`src/rtl/uart_pkg.sv`:
```
// uart_pkg: shared encodings for the buffered UART transmitter.
// Parity and stop-bit codes match the register-block field values.
package uart_pkg;

    localparam logic [2:0] PAR_NONE  = 3'd0;
    localparam logic [2:0] PAR_EVEN  = 3'd1;
    localparam logic [2:0] PAR_ODD   = 3'd2;
    localparam logic [2:0] PAR_MARK  = 3'd3;
    localparam logic [2:0] PAR_SPACE = 3'd4;

    localparam logic [1:0] STOP_1   = 2'd0;
    localparam logic [1:0] STOP_1P5 = 2'd1;
    localparam logic [1:0] STOP_2   = 2'd2;

    typedef enum logic [2:0] {
        ST_IDLE,
        ST_START,
        ST_DATA,
        ST_PARITY,
        ST_STOP
    } tx_state_e;

endpackage

```
`src/rtl/uart_tx_fifo_if.sv`:
```
// uart_tx_fifo_if: write port of the TX FIFO.
// The register block is master; the transmitter is slave.
interface uart_tx_fifo_if #(
    parameter int DATA_W     = 8,
    parameter int FIFO_DEPTH = 16
);
    logic                          wr_valid;
    logic [DATA_W-1:0]             wr_data;
    logic                          wr_ready;
    logic                          flush;
    logic [$clog2(FIFO_DEPTH):0]   fifo_level;

    modport master (
        output wr_valid, wr_data, flush,
        input  wr_ready, fifo_level
    );

    modport slave (
        input  wr_valid, wr_data, flush,
        output wr_ready, fifo_level
    );
endinterface

```
`src/rtl/uart_sync_fifo.sv`:
```
// uart_sync_fifo: single-clock FIFO with level count and flush.
// Flush clears pointers and drops any same-cycle push.
module uart_sync_fifo #(
    parameter int WIDTH = 8,
    parameter int DEPTH = 16
) (
    input  logic                     clk_uart,
    input  logic                     rst_n,
    input  logic                     push_i,
    input  logic [WIDTH-1:0]         push_data_i,
    input  logic                     pop_i,
    output logic [WIDTH-1:0]         pop_data_o,
    input  logic                     flush_i,
    output logic                     full_o,
    output logic                     empty_o,
    output logic [$clog2(DEPTH):0]   level_o
);
    localparam int AW = $clog2(DEPTH);
    localparam int LW = AW + 1;
    localparam logic [AW:0] FULL_LVL = DEPTH[AW:0];

    logic [WIDTH-1:0] mem_q [DEPTH];
    logic [AW-1:0]    wptr_q, rptr_q;
    logic [AW:0]      level_q;
    logic             push_ok, pop_ok;

    assign full_o     = (level_q == FULL_LVL);
    assign empty_o    = (level_q == '0);
    assign level_o    = level_q;
    assign push_ok    = push_i && !full_o && !flush_i;
    assign pop_ok     = pop_i && !empty_o;
    assign pop_data_o = mem_q[rptr_q];

    always_ff @(posedge clk_uart) begin
        if (push_ok) mem_q[wptr_q] <= push_data_i;
    end

    always_ff @(posedge clk_uart or negedge rst_n) begin
        if (!rst_n) begin
            wptr_q  <= '0;
            rptr_q  <= '0;
            level_q <= '0;
        end else if (flush_i) begin
            wptr_q  <= '0;
            rptr_q  <= '0;
            level_q <= '0;
        end else begin
            if (push_ok) wptr_q <= wptr_q + AW'(1);
            if (pop_ok)  rptr_q <= rptr_q + AW'(1);
            level_q <= level_q + LW'(push_ok) - LW'(pop_ok);
        end
    end
endmodule

```
`src/rtl/uart_tx_fifo.sv`:
```
// uart_tx_fifo: buffered UART transmitter with baud divider,
// run-time frame format and back-to-back frame streaming.
module uart_tx_fifo
    import uart_pkg::*;
#(
    parameter int DATA_W     = 8,
    parameter int FIFO_DEPTH = 16,
    parameter int BAUD_DIV_W = 16
) (
    input  logic                  clk_uart,
    input  logic                  rst_n,
    input  logic [BAUD_DIV_W-1:0] baud_div,
    input  logic [3:0]            data_bits,
    input  logic [2:0]            parity_mode,
    input  logic [1:0]            stop_bits,
    uart_tx_fifo_if.slave         wr,
    output logic                  tx_out,
    output logic                  tx_busy,
    output logic                  tx_done
);
    localparam int CW = BAUD_DIV_W + 1;
    localparam logic [3:0] MAX_BITS = DATA_W[3:0];

    tx_state_e             state_q, state_d;
    logic [CW-1:0]         cnt_q, cnt_d;
    logic [DATA_W-1:0]     sh_q, sh_d;
    logic [3:0]            bit_q, bit_d;
    logic [3:0]            nbits_q, nbits_d;
    logic                  par_q, par_d;
    logic [2:0]            pmode_q, pmode_d;
    logic [1:0]            stop_q, stop_d;
    logic [BAUD_DIV_W-1:0] div_q, div_d;
    logic                  tx_out_q, tx_out_d;
    logic                  tx_done_q, tx_done_d;

    logic                  fifo_empty, fifo_full;
    logic                  pop, load;
    logic [DATA_W-1:0]     head;
    logic [CW-1:0]         bit_len, period, stop_len;
    logic                  bit_end;

    uart_sync_fifo #(
        .WIDTH (DATA_W),
        .DEPTH (FIFO_DEPTH)
    ) u_fifo (
        .clk_uart    (clk_uart),
        .rst_n       (rst_n),
        .push_i      (wr.wr_valid),
        .push_data_i (wr.wr_data),
        .pop_i       (pop),
        .pop_data_o  (head),
        .flush_i     (wr.flush),
        .full_o      (fifo_full),
        .empty_o     (fifo_empty),
        .level_o     (wr.fifo_level)
    );

    assign wr.wr_ready = !fifo_full;

    function automatic logic [3:0] clamp_bits(input logic [3:0] b);
        if (b < 4'd5)     return 4'd5;
        if (b > MAX_BITS) return MAX_BITS;
        return b;
    endfunction

    // Counters hold "clocks remaining minus one" for the current slot
    assign bit_len = {1'b0, div_q};
    assign period  = bit_len + CW'(1);
    assign bit_end = (cnt_q == '0);

    always_comb begin
        unique case (stop_q)
            STOP_1:   stop_len = bit_len;
            STOP_1P5: stop_len = period + (period >> 1) - CW'(1);
            default:  stop_len = {div_q, 1'b1};
        endcase
    end

    always_comb begin
        state_d   = state_q;
        cnt_d     = cnt_q;
        sh_d      = sh_q;
        bit_d     = bit_q;
        par_d     = par_q;
        nbits_d   = nbits_q;
        pmode_d   = pmode_q;
        stop_d    = stop_q;
        div_d     = div_q;
        tx_done_d = 1'b0;
        load      = 1'b0;
        pop       = 1'b0;

        unique case (state_q)
            ST_IDLE: load = !fifo_empty;
            ST_START: begin
                if (bit_end) begin
                    state_d = ST_DATA;
                    cnt_d   = bit_len;
                end else begin
                    cnt_d = cnt_q - CW'(1);
                end
            end
            ST_DATA: begin
                if (bit_end) begin
                    sh_d  = sh_q >> 1;
                    par_d = par_q ^ sh_q[0];
                    bit_d = bit_q + 4'd1;
                    cnt_d = bit_len;
                    if (bit_q == nbits_q - 4'd1) begin
                        if (pmode_q == PAR_NONE) begin
                            state_d = ST_STOP;
                            cnt_d   = stop_len;
                        end else begin
                            state_d = ST_PARITY;
                        end
                    end
                end else begin
                    cnt_d = cnt_q - CW'(1);
                end
            end
            ST_PARITY: begin
                if (bit_end) begin
                    state_d = ST_STOP;
                    cnt_d   = stop_len;
                end else begin
                    cnt_d = cnt_q - CW'(1);
                end
            end
            ST_STOP: begin
                if (bit_end) begin
                    tx_done_d = 1'b1;
                    load      = !fifo_empty;
                    if (fifo_empty) state_d = ST_IDLE;
                end else begin
                    cnt_d = cnt_q - CW'(1);
                end
            end
            default: state_d = ST_IDLE;
        endcase

        // Frame format is frozen at pop time
        if (load) begin
            pop     = 1'b1;
            state_d = ST_START;
            sh_d    = head;
            bit_d   = '0;
            par_d   = 1'b0;
            nbits_d = clamp_bits(data_bits);
            pmode_d = (parity_mode > PAR_SPACE) ? PAR_NONE : parity_mode;
            stop_d  = stop_bits;
            div_d   = baud_div;
            cnt_d   = {1'b0, baud_div};
        end
    end

    always_comb begin
        tx_out_d = 1'b1;
        unique case (state_q)
            ST_START: tx_out_d = 1'b0;
            ST_DATA:  tx_out_d = sh_q[0];
            ST_PARITY: begin
                case (pmode_q)
                    PAR_EVEN: tx_out_d = par_q;
                    PAR_ODD:  tx_out_d = ~par_q;
                    PAR_MARK: tx_out_d = 1'b1;
                    default:  tx_out_d = 1'b0;
                endcase
            end
            default: tx_out_d = 1'b1;
        endcase
    end

    always_ff @(posedge clk_uart or negedge rst_n) begin
        if (!rst_n) begin
            state_q   <= ST_IDLE;
            cnt_q     <= '0;
            sh_q      <= '0;
            bit_q     <= '0;
            par_q     <= 1'b0;
            nbits_q   <= '0;
            pmode_q   <= PAR_NONE;
            stop_q    <= STOP_1;
            div_q     <= '0;
            tx_out_q  <= 1'b1;
            tx_done_q <= 1'b0;
        end else begin
            state_q   <= state_d;
            cnt_q     <= cnt_d;
            sh_q      <= sh_d;
            bit_q     <= bit_d;
            par_q     <= par_d;
            nbits_q   <= nbits_d;
            pmode_q   <= pmode_d;
            stop_q    <= stop_d;
            div_q     <= div_d;
            tx_out_q  <= tx_out_d;
            tx_done_q <= tx_done_d;
        end
    end

    assign tx_out  = tx_out_q | ~rst_n;
    assign tx_busy = (state_q != ST_IDLE);
    assign tx_done = tx_done_q;
endmodule
```
`src/flat_wrapper.sv`:
```
// flat-port wrapper written by rule: the top's interface ports become plain ports
module uart_tx_fifo_flat import uart_pkg::*;
#(
    parameter int DATA_W     = 8,
    parameter int FIFO_DEPTH = 16,
    parameter int BAUD_DIV_W = 16
)
  (clk_uart, rst_n, baud_div, data_bits, parity_mode, stop_bits, tx_out, tx_busy, tx_done, wr_wr_valid, wr_wr_data, wr_flush, wr_wr_ready, wr_fifo_level);
  uart_tx_fifo_if #(.DATA_W(DATA_W), .FIFO_DEPTH(FIFO_DEPTH)) wr_i ();
  input  logic clk_uart;
  input  logic rst_n;
  input  logic [BAUD_DIV_W-1:0] baud_div;
  input  logic [3:0] data_bits;
  input  logic [2:0] parity_mode;
  input  logic [1:0] stop_bits;
  output logic tx_out;
  output logic tx_busy;
  output logic tx_done;
  input wire logic [$bits(wr_i.wr_valid)-1:0] wr_wr_valid;
  input wire logic [$bits(wr_i.wr_data)-1:0] wr_wr_data;
  input wire logic [$bits(wr_i.flush)-1:0] wr_flush;
  output wire logic [$bits(wr_i.wr_ready)-1:0] wr_wr_ready;
  output wire logic [$bits(wr_i.fifo_level)-1:0] wr_fifo_level;
  assign wr_i.wr_valid = wr_wr_valid;
  assign wr_i.wr_data = wr_wr_data;
  assign wr_i.flush = wr_flush;
  assign wr_wr_ready = wr_i.wr_ready;
  assign wr_fifo_level = wr_i.fifo_level;
  uart_tx_fifo #(.DATA_W(DATA_W), .FIFO_DEPTH(FIFO_DEPTH), .BAUD_DIV_W(BAUD_DIV_W)) u_core (.clk_uart(clk_uart), .rst_n(rst_n), .baud_div(baud_div), .data_bits(data_bits), .parity_mode(parity_mode), .stop_bits(stop_bits), .wr(wr_i), .tx_out(tx_out), .tx_busy(tx_busy), .tx_done(tx_done));
endmodule
```
`config.mk`:
```
export PLATFORM = sky130hd
export DESIGN_NAME = uart_tx_fifo_flat
export DESIGN_NICKNAME = d
export VERILOG_FILES = /design/src/rtl/uart_pkg.sv /design/src/rtl/uart_tx_fifo_if.sv /design/src/rtl/uart_sync_fifo.sv /design/src/rtl/uart_tx_fifo.sv /design/src/flat_wrapper.sv
export SDC_FILE = /design/constraint.sdc
export NUM_CORES = 1
export LEC_CHECK = 0
export CAP_MARGIN = 10
export CORE_ASPECT_RATIO = 1.75
export CORE_MARGIN = 1.5
export CORE_UTILIZATION = 55
export CTS_CLUSTER_DIAMETER = 50
export DETAILED_ROUTE_END_ITERATION = 7
export GPL_TIMING_DRIVEN = 0
export PLACE_DENSITY = 0.77
export SETUP_SLACK_MARGIN = 0.4
export SYNTH_ARGS = -nofsm -noshare
export SYNTH_HDL_FRONTEND = slang
export SYNTH_SLANG_ARGS = --single-unit
```
`constraint.sdc`:
```
create_clock -name clk_uart -period 4.1 [get_ports clk_uart]
set_clock_uncertainty 0.2 [all_clocks]
set_input_delay 1.025 -clock clk_uart [delete_from_list [all_inputs] [get_ports clk_uart]]
set_output_delay 1.025 -clock clk_uart [all_outputs]
set_load 0.005 [all_outputs]
```
==> summary.txt <==
Final layout
  – Most common cell after layout, fill and taps aside: edfxtp_1
  – Most frequent cells in the layout: edfxtp_1, nand2_1, dfrtp_1, nor2_1, inv_1
  – Layout Nets: 1164
  – ANT cells: 0
  – Synthesis-to-layout area growth: 18.34%
  – Filler Cell Count: about 1500
  – Share of layout cells above drive strength 1: 15.49%

Critical path
  – CP max-delay cell: dfrtp_2
  – Family with the most delay on the worst path: simple AND/OR/NAND/NOR gates
  – R2R cell count: 14
  – Worst r2r src: u_core.div_q[4]$_DFFE_PN0P_
  – Origin of the worst setup path: u_core.div_q[4]$_DFFE_PN0P_
  – Worst Path Arrival: 4.01 ns
  – Buf/Inv on CP: 1
  – Required time of the critical path: 4.32 ns
  – Crit-path most repeated cell: and3_4
  – Critical path class: register to register
  – Crit path cell chain: and3_4 -> and3_4 -> nand4_1 -> nor2_1 -> xnor2_1 -> ha_1 -> inv_2 -> ha_4 -> and3_4 -> o211ai_1 -> nand2b_1 -> and3_4 -> o41a_1 -> o21ai_1
  – Worst reg-to-reg setup slack: 0.31 ns
  – Worst path max stage delay: 0.47 ns
  – CP endpoint: u_core.cnt_q[12]$_DFFE_PN0P_
  – Max FO, Critical Path: 7
  – RR Endpoint: u_core.cnt_q[12]$_DFFE_PN0P_
  – Startpoint type of the worst setup path: register
  – CP Capture Type: register
  – CP Depth: 14

Worst hold path
  – HP Class: input port to asynchronous set/reset pin

Floorplan
  – Die Area: ~21000 um2
  – Initial Util: 56.24%
  – Rows: 67
  – CORE AREA: 19280 um2
  – Die H: 188.7 um
  – Die X: 109.1 um
  – IO Count: 46

Routing
  – Final wirelength: 31600 um
  – Initial DRC count: 651
  – DR WL/cell: 23.73 um
  – DRC viols: 0
  – Vias per inst: 6.429
  – Routed Antenna Nets: 0
  – Via count: 8563
  – Pre-antenna DRT Iters: 5

Logic synthesis
  – EDFF count, synth: 128
  – Seq/Total Area, Yosys: 52.31%
  – Synth unique cells: 81
  – Register bit total from synthesis: roughly 200
  – Post-synthesis compound-gate area fraction: 13.52%
  – Post-synthesis simple-gate area fraction: 13.80%
  – Mux contribution to synthesized area: a little over 7%
  – YS warnings: 0
  – Share of flip-flops with an asynchronous set or reset: 36.32%
  – Adder-Cell Fraction of Synth Area: under 10%
  – Net Count, Synth: 1064
  – Post-synthesis xor/xnor area fraction: 3.554%
  – Post-Synthesis Cells: 980
  – Primary FF master, synth: edfxtp_1
  – Synth Area per Inst: between 10 and 15 um2
  – Mapped Area: between 10000 and 15000 um2
  – Largest family of logic cells by synthesized area: simple AND/OR/NAND/NOR gates

Timing
  – Final Max Tran Viols: 0
  – Maximum clock frequency: 264.0 MHz
  – RSZ-0062 raised after global routing: yes
  – Min Hold Slack: 0.2798 ns
  – Slew headroom: between 20% and 30%
  – Final worst slack: between 0.3 and 0.4 ns
  – Setup_tns: 0 ns
  – Period utilization: 92.38%
  – Final Hold Violating Endpoints: 0
  – Minimum clock period: between 3 and 4 ns
  – Final setup violation count: 0
  – Slew @ Worst Pin: 1.187 ns

Placement
  – GP Congestion: 1.011
  – I/O Buffers: 45
  – Dpl ws: -0.1093 ns
  – Hpwl dp: 22590 um

Global routing
  – Largest net degree at the start of global routing: 43
  – Overall global routing resource usage: between 30 and 40%
  – Antenna violations before repair: 0
  – Vias in the first global route: 8770
  – Grt ovf: 0
  – First-pass GRT wire length: 47170 um

Clocking
  – Clk slew on worst S/H paths: approximately 0.07 ns
  – Clock Latency Late Sink: 0.50 ns
  – Number of CTS-inserted buffers: 19
  – Clock sink count: about 200
  – H-tree levels: 1
  – Max Root-Sink Buffers: 3
  – Root Driver: clkbuf_16
  – Hold buffers post-CTS: 0
  – CTS tree: done

Flow run
  – Max cap viols: 0

Power
  – Max VDD drop: ~0.73 mV
  – Total power: between 10 and 15 mW
  – PD cells: 837.1 nW/um2
  – Leakage power: slightly below 5 nW

Run status
  – Status: finished, final reports clean
## through the flow
stage | cells | util (%) | cell area (um2)
global placement | 1266 | 60.23 | 11610
detailed placement | 1267 | 60.32 | 11630
floorplan | 980 | - | 10860
CTS | 1310 | 64.38 | 12410
global route | 1332 | 66.55 | 12830
finish | 1332 | 66.55 | 12830
## state kept, by name (all words and copies together) (netlist names)
signal	cells
u_core.u_fifo.mem_q	128
u_core.cnt_q	17
u_core.div_q	16
u_core.sh_q	8
u_core.u_fifo.level_o	5
u_core.bit_q	4
u_core.nbits_q	4
u_core.u_fifo.rptr_q	4
u_core.u_fifo.wptr_q	4
u_core.pmode_q	3
u_core.state_q	3
u_core.stop_q	2
u_core.par_q	1
u_core.tx_done	1
u_core.tx_out_q	1
## area by class of cell
| type | instances | area [um2] | share of cell area, % |
|---|---|---|---|
| timing repair buffer | 79 | 720.7 | 5.617 |
| inverter | 58 | 230.2 | 1.794 |
| sequential | 201 | 5679 | 44.26 |
| buffer | 50 | 289.0 | 2.253 |
| clock inverter | 10 | 95.09 | 0.7411 |
| tap | 241 | 301.5 | 2.350 |
| multi-input combinational | 671 | 5029 | 39.19 |
| clock buffer | 22 | 486.7 | 3.793 |
## metal layers
layer | track usage, % | routed length [um] | vias to the layer above
li1 | - | - | 3836
met1 | 30.19 | 10050 | 4128
met2 | 54.62 | 16920 | 411
met3 | 4.739 | 1758 | 188
met4 | 26.87 | 2871 | 0
met5 | 0 | 0 | -
## power by group
part           internal, mW  total [mW]  switching (mW)
sequential             2.48        2.84           0.356
clock                 0.929        1.70           0.775
combinational          2.67        6.20            3.53
total                  6.08        10.7            4.66
## worst min-delay path by stage
| stage | start | endpoint | cells after the start |
|---|---|---|---|
| 3_5_place_dp | u_core.pmode_q[2]$_DFFE_PN0P_ | u_core.pmode_q[2]$_DFFE_PN0P_ | 2 |
| 5_1_grt | rst_n | u_core.cnt_q[13]$_DFFE_PN0P_ | 1 |
| 6_report | rst_n | u_core.cnt_q[13]$_DFFE_PN0P_ | 1 |
| 3_3_place_gp | u_core.pmode_q[2]$_DFFE_PN0P_ | u_core.pmode_q[2]$_DFFE_PN0P_ | 2 |
| 4_1_cts | rst_n | u_core.cnt_q[13]$_DFFE_PN0P_ | 1 |
| 2_1_floorplan | u_core.pmode_q[1]$_DFFE_PN0P_ | u_core.pmode_q[1]$_DFFE_PN0P_ | 2 |
## kinds of logic after synthesis
| kind of cell | count (synthesis) |
|---|---|
| flip-flops | 201 |
| AND/OR/NAND/NOR | 307 |
| buffers and inverters | 108 |
| adder cells (fa/ha/maj) | 47 |
| multiplexers | 57 |
| XOR/XNOR | 44 |
| AO/OA/AOI/OAI | 216 |
## synth_stat cells (6+ instances only)
| cell type | number | area [um2] |
|---|---|---|
| a31oi_1 | 6 | 37.54 |
| a211oi_1 | 8 | 60.06 |
| o21ai_0 | 49 | 245.2 |
| mux2i_1 | 39 | 390.4 |
| nand2b_1 | 7 | 43.79 |
| o211ai_1 | 10 | 75.07 |
| a221oi_1 | 20 | 175.2 |
| ha_1 | 45 | 563.0 |
| a21oi_1 | 38 | 190.2 |
| a21o_1 | 8 | 60.06 |
| xor2_1 | 18 | 157.7 |
| o31ai_1 | 7 | 52.55 |
| nor2_1 | 69 | 259.0 |
| buf_2 | 8 | 40.04 |
| nand3_1 | 30 | 150.1 |
| mux4_2 | 16 | 360.4 |
| edfxtp_1 | 128 | 3844 |
| nand2_1 | 107 | 401.6 |
| xnor2_1 | 26 | 227.7 |
| nor3_1 | 20 | 100.1 |
| o21a_1 | 7 | 52.55 |
| nor4_1 | 6 | 37.54 |
| inv_1 | 55 | 206.5 |
| nor2b_1 | 9 | 56.30 |
| or3_1 | 9 | 56.30 |
| o22ai_1 | 6 | 37.54 |
| a22oi_1 | 11 | 82.58 |
| clkbuf_1 | 32 | 120.1 |
| and3_1 | 12 | 75.07 |
| dfrtp_1 | 72 | 1802 |
## what timing repair did
action | in CTS | in global routing
buffers inserted | 11 | 19
pin swaps | 10 | 29
gates resized for setup | 30 | 61
endpoints found under the setup margin | 11 | 9
Note: power is estimated with default switching activity, not from simulation.
